[config.mk]
export PLATFORM = sky130hd
export DESIGN_NAME = alu_mc
export DESIGN_NICKNAME = d
export VERILOG_FILES = /design/src/rtl/alu_mc.sv
export SDC_FILE = /design/constraint.sdc
export NUM_CORES = 1
export LEC_CHECK = 0
export BUFFER_PORTS_ARGS = -buffer_cell sky130_fd_sc_hd__buf_2
export CAP_MARGIN = 30
export CORE_UTILIZATION = 55
export CTS_BUF_LIST = sky130_fd_sc_hd__clkbuf_4 sky130_fd_sc_hd__clkbuf_8 sky130_fd_sc_hd__clkbuf_16
export DETAILED_ROUTE_END_ITERATION = 16
export HOLD_SLACK_MARGIN = 0.12
export PLACE_DENSITY = 0.73
export SYNTH_ARGS = -nofsm -noshare
export SYNTH_HDL_FRONTEND = slang
export SYNTH_SLANG_ARGS = --single-unit
[constraint.sdc]
create_clock -name clk -period 10.2 [get_ports clk]
set_input_delay 2.55 -clock clk [delete_from_list [all_inputs] [get_ports clk]]
set_output_delay 2.55 -clock clk [all_outputs]
set_load 0.02 [all_outputs]
[src/rtl/alu_mc.sv]
// Multi-cycle ALU: single-cycle logic/arithmetic ops plus iterative
// unsigned multiply (shift-add) and divide (restoring), one bit per cycle.
module alu_mc #(
    parameter int WIDTH = 32,
    parameter int SHW   = 5
) (
    input  logic             clk,
    input  logic             rst_n,
    input  logic             in_valid,
    output logic             in_ready,
    input  logic [3:0]       alu_control,
    input  logic [WIDTH-1:0] in_1,
    input  logic [WIDTH-1:0] in_2,
    input  logic [SHW-1:0]   shamt,
    output logic             out_valid,
    input  logic             out_ready,
    output logic [WIDTH-1:0] out,
    output logic [WIDTH-1:0] out_hi,
    output logic             zero_signal,
    output logic             div_by_zero
);

    localparam logic [1:0] ST_IDLE = 2'd0;
    localparam logic [1:0] ST_BUSY = 2'd1;
    localparam logic [1:0] ST_DONE = 2'd2;

    localparam logic [3:0] OP_AND   = 4'b0000;
    localparam logic [3:0] OP_OR    = 4'b0001;
    localparam logic [3:0] OP_ADD   = 4'b0010;
    localparam logic [3:0] OP_SUB   = 4'b0011;
    localparam logic [3:0] OP_SLL   = 4'b0100;
    localparam logic [3:0] OP_SRL   = 4'b0101;
    localparam logic [3:0] OP_SRA   = 4'b0110;
    localparam logic [3:0] OP_SLT   = 4'b0111;
    localparam logic [3:0] OP_SLTU  = 4'b1000;
    localparam logic [3:0] OP_BEQ   = 4'b1010;
    localparam logic [3:0] OP_NOR   = 4'b1100;
    localparam logic [3:0] OP_MULTU = 4'b1101;
    localparam logic [3:0] OP_DIVU  = 4'b1110;
    localparam logic [3:0] OP_PASS  = 4'b1111;

    // Iterations occupy counts 0..WIDTH-1; the extra count publishes the result.
    localparam logic [SHW:0] ITER_LAST = (SHW+1)'(WIDTH);

    logic [1:0]       state;
    logic [SHW:0]     count;
    logic             is_mul;
    logic             dbz_pend;
    logic [WIDTH-1:0] a_reg;
    logic [WIDTH-1:0] hi_reg;
    logic [WIDTH-1:0] lo_reg;

    logic [WIDTH-1:0] single_res;
    logic             single_zero;
    logic             is_multi;
    logic [WIDTH:0]   mul_sum;
    logic [WIDTH:0]   rem_shift;
    logic [WIDTH:0]   rem_trial;
    logic [WIDTH-1:0] iter_hi;
    logic [WIDTH-1:0] iter_lo;

    assign in_ready  = (state == ST_IDLE);
    assign out_valid = (state == ST_DONE);
    assign is_multi  = (alu_control == OP_MULTU) || (alu_control == OP_DIVU);

    always_comb begin
        single_res = '0;
        case (alu_control)
            OP_AND:  single_res = in_1 & in_2;
            OP_OR:   single_res = in_1 | in_2;
            OP_ADD:  single_res = in_1 + in_2;
            OP_SUB:  single_res = in_1 - in_2;
            OP_SLL:  single_res = in_1 << shamt;
            OP_SRL:  single_res = in_1 >> shamt;
            OP_SRA:  single_res = $unsigned($signed(in_1) >>> shamt);
            OP_SLT:  single_res = {{(WIDTH-1){1'b0}}, ($signed(in_1) < $signed(in_2))};
            OP_SLTU: single_res = {{(WIDTH-1){1'b0}}, (in_1 < in_2)};
            OP_NOR:  single_res = ~(in_1 | in_2);
            OP_PASS: single_res = in_1;
            default: single_res = '0;
        endcase
        single_zero = (alu_control == OP_BEQ) ? (in_1 == in_2) : (single_res == '0);
    end

    // hi_reg/lo_reg hold {partial product, multiplier} or {remainder, dividend/quotient}.
    always_comb begin
        mul_sum   = {1'b0, hi_reg} + (lo_reg[0] ? {1'b0, a_reg} : {(WIDTH+1){1'b0}});
        rem_shift = {hi_reg, lo_reg[WIDTH-1]};
        rem_trial = rem_shift - {1'b0, a_reg};
        if (is_mul) begin
            iter_hi = mul_sum[WIDTH:1];
            iter_lo = {mul_sum[0], lo_reg[WIDTH-1:1]};
        end else if (rem_trial[WIDTH]) begin
            iter_hi = rem_shift[WIDTH-1:0];
            iter_lo = {lo_reg[WIDTH-2:0], 1'b0};
        end else begin
            iter_hi = rem_trial[WIDTH-1:0];
            iter_lo = {lo_reg[WIDTH-2:0], 1'b1};
        end
    end

    always_ff @(posedge clk) begin
        if (!rst_n) begin
            state       <= ST_IDLE;
            count       <= '0;
            is_mul      <= 1'b0;
            dbz_pend    <= 1'b0;
            a_reg       <= '0;
            hi_reg      <= '0;
            lo_reg      <= '0;
            out         <= '0;
            out_hi      <= '0;
            zero_signal <= 1'b0;
            div_by_zero <= 1'b0;
        end else begin
            case (state)
                ST_IDLE: begin
                    if (in_valid) begin
                        if (is_multi) begin
                            state    <= ST_BUSY;
                            count    <= '0;
                            is_mul   <= (alu_control == OP_MULTU);
                            dbz_pend <= (alu_control == OP_DIVU) && (in_2 == '0);
                            hi_reg   <= '0;
                            a_reg    <= (alu_control == OP_MULTU) ? in_1 : in_2;
                            lo_reg   <= (alu_control == OP_MULTU) ? in_2 : in_1;
                        end else begin
                            state       <= ST_DONE;
                            out         <= single_res;
                            out_hi      <= '0;
                            zero_signal <= single_zero;
                            div_by_zero <= 1'b0;
                        end
                    end
                end
                ST_BUSY: begin
                    if (count == ITER_LAST) begin
                        state       <= ST_DONE;
                        count       <= '0;
                        out         <= lo_reg;
                        out_hi      <= hi_reg;
                        zero_signal <= (lo_reg == '0);
                        div_by_zero <= dbz_pend;
                    end else begin
                        hi_reg <= iter_hi;
                        lo_reg <= iter_lo;
                        count  <= count + 1'b1;
                    end
                end
                ST_DONE: begin
                    if (out_ready) begin
                        state <= ST_IDLE;
                    end
                end
                default: state <= ST_IDLE;
            endcase
        end
    end

endmodule
==> impl_results.md <==
* Clock period minus final worst setup slack at 7.95 ns
* Layout Area Growth over Synthesis at 5.64%
* Clock skew at 0.0145 ns
* Synth Area per Inst at 7.37 um^2
* Ys async rst share at 0%
* Synth Area in XOR/XNOR at 2.65%
* Antenna violations before repair at 4
* Min-Delay Endpoint: out[29]
* Synth area leader: dfxtp_1
* Hold path depth at 2
* Worst Hold Class: flip-flop to flip-flop
* Nets at 3,186
* Remaining antenna violation count after routing at 0
* Clk sink count at 172
* R2r setup slk at 5.01 ns
* Vias at 25,200
* RSZ-0062 raised after global routing: no
* Crit end category: flip-flop
* Critical Path Fanout Max at 70
* Total track usage at 48.7%
* Syn Nets at 3,221
* # IOs at 145
* Drt pass-1 iters at 6
* TNS Setup at 0 ns
* Wire length per cell at 29.1 um
* Initial DRC count at 3,671
* Hold buffers post-CTS at 0
* Layout cells sized above 1 at 12.5%
* Total global routing overflow at 0
* Seq/Total Area, Yosys at 15.8%
* Largest net degree at the start of global routing at 108
* Crit-path slowest cell: a221oi_1
* Distinct cells, synth at 105
* Dpl hpwl at 75,700 um
* Root Buffer: clkbuf_16
* Crit path max-delay family: simple AND/OR/NAND/NOR gates
* Largest family of logic cells by synthesized area: compound AO/OA/AOI/OAI gates
* Final worst path period share at 77.9%
* RePlAce Congestion at 1.10
* Die Area at 0.0405 mm^2
* CP peak stage delay at 1.05 ns
* Outcome: finished clean
* Setup violators final at 0
* R2r startpoint: lo_reg[31]
* Vias per Instance at 7.29
* Ys flop type: dfxtp_1
* Cells along the critical path: buf_4 -> clkinv_1 -> nand2_1 -> a21oi_1 -> or4_1 -> a221oi_1 -> nand4_1 -> nor4_1 -> nand4_1 -> nor4_2 -> nand4_1 -> o41a_1 -> a211oi_2
* Clock slew at reported path FFs at 0.08 ns
* VDD IR max at 0.000117 V
* Die width at 201 um
* Top post-synthesis cells by area: dfxtp_1, ha_1, nor2_1
* Clk_lat worst skew at 0.49 ns
* Global-route wire length before repair at 150,000 um
* Worst setup SP type: input port
* Mux cell area share after synthesis at 10.3%
* CTS Buf Count at 17
* Synth top area share at 15.8%
* Post-synthesis instance area at 0.0218 mm^2
* Setup Crit Path Kind: input port to flip-flop
* Std-Cell Rows at 72
* Worst slew pin tran at 1.32 ns
* Post-Synthesis Cells at 2,966
* EDFF count, synth at 0
* CP arrival at 8.37 ns
* Crit path required time at 10.62 ns
* Simple-Gate Fraction of Synth Area at 22.3%
* Slew headroom at 11.7%
* Number of synthesis warnings at 0
* Fraction of the mapped netlist area in adder cells at 10.3%
* Core area at 0.0389 mm^2
* Port Buffer Count at 144
* Synth Area in Compound Gates at 30.7%
* Setup ws final at 2.25 ns
* CP Buf/Inv Count at 2
* DR DRC count at 0
* Die Ht at 201 um
* Cell leakage power at 9.77 nW
* Hold path start: out[29]
* # fillers at 3,540
* Setup WS pre-CTS at 2.36 ns
* Clock buffer depth at 2
* Final hold violations at 0
* Max-Cap Viols at 0
* Post-CTS setup buffers at 0
* Depth of the worst register-to-register path at 19
* WL final at 101,000 um
* CTS tree: done
* Vias in the first global route at 23,800
* H-Tree Depth at 4
* Slew Limit Fails at 0
* Pwr/cell area at 102 mW/mm^2
* Cell mode on critical path: nand4_1
* Yosys reg bits at 172
* FMAX at 126 MHz
* Initial Util at 56.1%
* Post_cts resized at 0
* Crit Reg-Reg Endpoint: lo_reg[0]
[placed cells by master (no fill, tap or decap), types with 10 or more instances in the layout]
master / synthesis / layout
o21bai_1: 21 / 21
buf_4: 6 / 47
a22o_1: 10 / 10
or3_1: 14 / 14
and2_1: 49 / 49
nor2_1: 334 / 333
a311oi_1: 42 / 42
and3_1: 19 / 18
clkbuf_16: 0 / 17
ha_1: 174 / 174
mux2i_1: 76 / 76
a221o_1: 12 / 12
o22ai_1: 26 / 26
dfxtp_1: 172 / 171
nand2_1: 291 / 289
a211oi_1: 81 / 81
a21oi_1: 227 / 226
a21o_1: 48 / 47
mux2_2: 31 / 31
nand3_1: 48 / 48
o21ai_0: 149 / 149
o31ai_1: 14 / 14
buf_2: 23 / 144
o21a_1: 13 / 13
nor3_1: 50 / 47
a31oi_1: 18 / 18
a211o_1: 12 / 12
xnor2_1: 42 / 42
a22oi_1: 61 / 61
inv_1: 151 / 150
o221ai_1: 22 / 22
a221oi_1: 17 / 17
nand2b_1: 25 / 24
mux4_2: 45 / 45
nand4_1: 24 / 24
nor2b_1: 56 / 55
o211ai_1: 62 / 62
xor2_1: 24 / 24
nor4_1: 39 / 38
[cells by family (layout without fill, tap and decap cells)]
family	after synthesis	in the layout
compound gates	970	970
xor+xnor	66	66
fa+ha+maj	178	178
buf+inv	399	377
flops	172	172
mux	157	157
other cells	0	1
simple gates	1024	1024
[synthesized netlist by cell type, types with 22 or more instances]
| master | instances |
|---|---|
| nor2_1 | 334 |
| nand2_1 | 291 |
| a21oi_1 | 227 |
| clkbuf_1 | 188 |
| ha_1 | 174 |
| dfxtp_1 | 172 |
| inv_1 | 151 |
| o21ai_0 | 149 |
| a211oi_1 | 81 |
| mux2i_1 | 76 |
| o211ai_1 | 62 |
| a22oi_1 | 61 |
| nor2b_1 | 56 |
| nor3_1 | 50 |
| and2_1 | 49 |
| a21o_1 | 48 |
| nand3_1 | 48 |
| mux4_2 | 45 |
| a311oi_1 | 42 |
| xnor2_1 | 42 |
| nor4_1 | 39 |
| mux2_2 | 31 |
| o22ai_1 | 26 |
| nand2b_1 | 25 |
| nand4_1 | 24 |
| xor2_1 | 24 |
| buf_2 | 23 |
| o221ai_1 | 22 |
[how the worst max path moves through the flow]
stage / from / end / cells past startpoint
floorplan: in_1[9] / zero_signal / 16
global placement: shamt[2] / zero_signal / 13
detailed placement: shamt[2] / zero_signal / 13
CTS: shamt[2] / zero_signal / 13
global route: shamt[2] / zero_signal / 13
finish: shamt[2] / zero_signal / 13
[layer usage]
metal | track usage [%] | share of wire [%]
met3 | 13.2 | 12
met2 | 73.9 | 43
met5 | 0 | 0.031
met1 | 57.3 | 35
met4 | 40.9 | 9.9
[tightest hold or removal path: cells and delay by family (launching register included)]
family / cells / cell delay (ns)
DFF: 1 / 0.31
and+or+nand+nor: 1 / 0.06
AOI/OAI and AO/OA: 1 / 0.05
[power breakdown]
group          internal (mW)  switching, mW
clock network          0.351          0.304
registers              0.693         0.0188
logic                  0.331          0.664
[through the flow]
stage	hold slack, ns	cells	util, %	total power, mW	cell area [um^2]
2_1_floorplan	0.461	2966	-	1.36	21800
3_3_place_gp	0.441	3424	57.7	1.65	22400
3_5_place_dp	0.457	3428	57.7	1.66	22500
4_1_cts	0.462	3460	59.2	2.31	23000
5_1_grt	0.484	3462	59.3	2.44	23100
6_report	0.466	3463	59.3	2.36	23100
[layout make-up]
cell class | instances | area [um^2] | area share, %
Antenna cell | 1 | 2.50 | 0.0108
Clock buffer | 19 | 447 | 1.94
Clock inverter | 13 | 129 | 0.558
Inverter | 152 | 573 | 2.48
Multi-Input combinational cell | 2395 | 16700 | 72.5
Sequential cell | 172 | 3440 | 14.9
Tap cell | 518 | 648 | 2.81
Timing Repair Buffer | 193 | 1110 | 4.81
No activity file was read; power rests on OpenSTA's default activity.
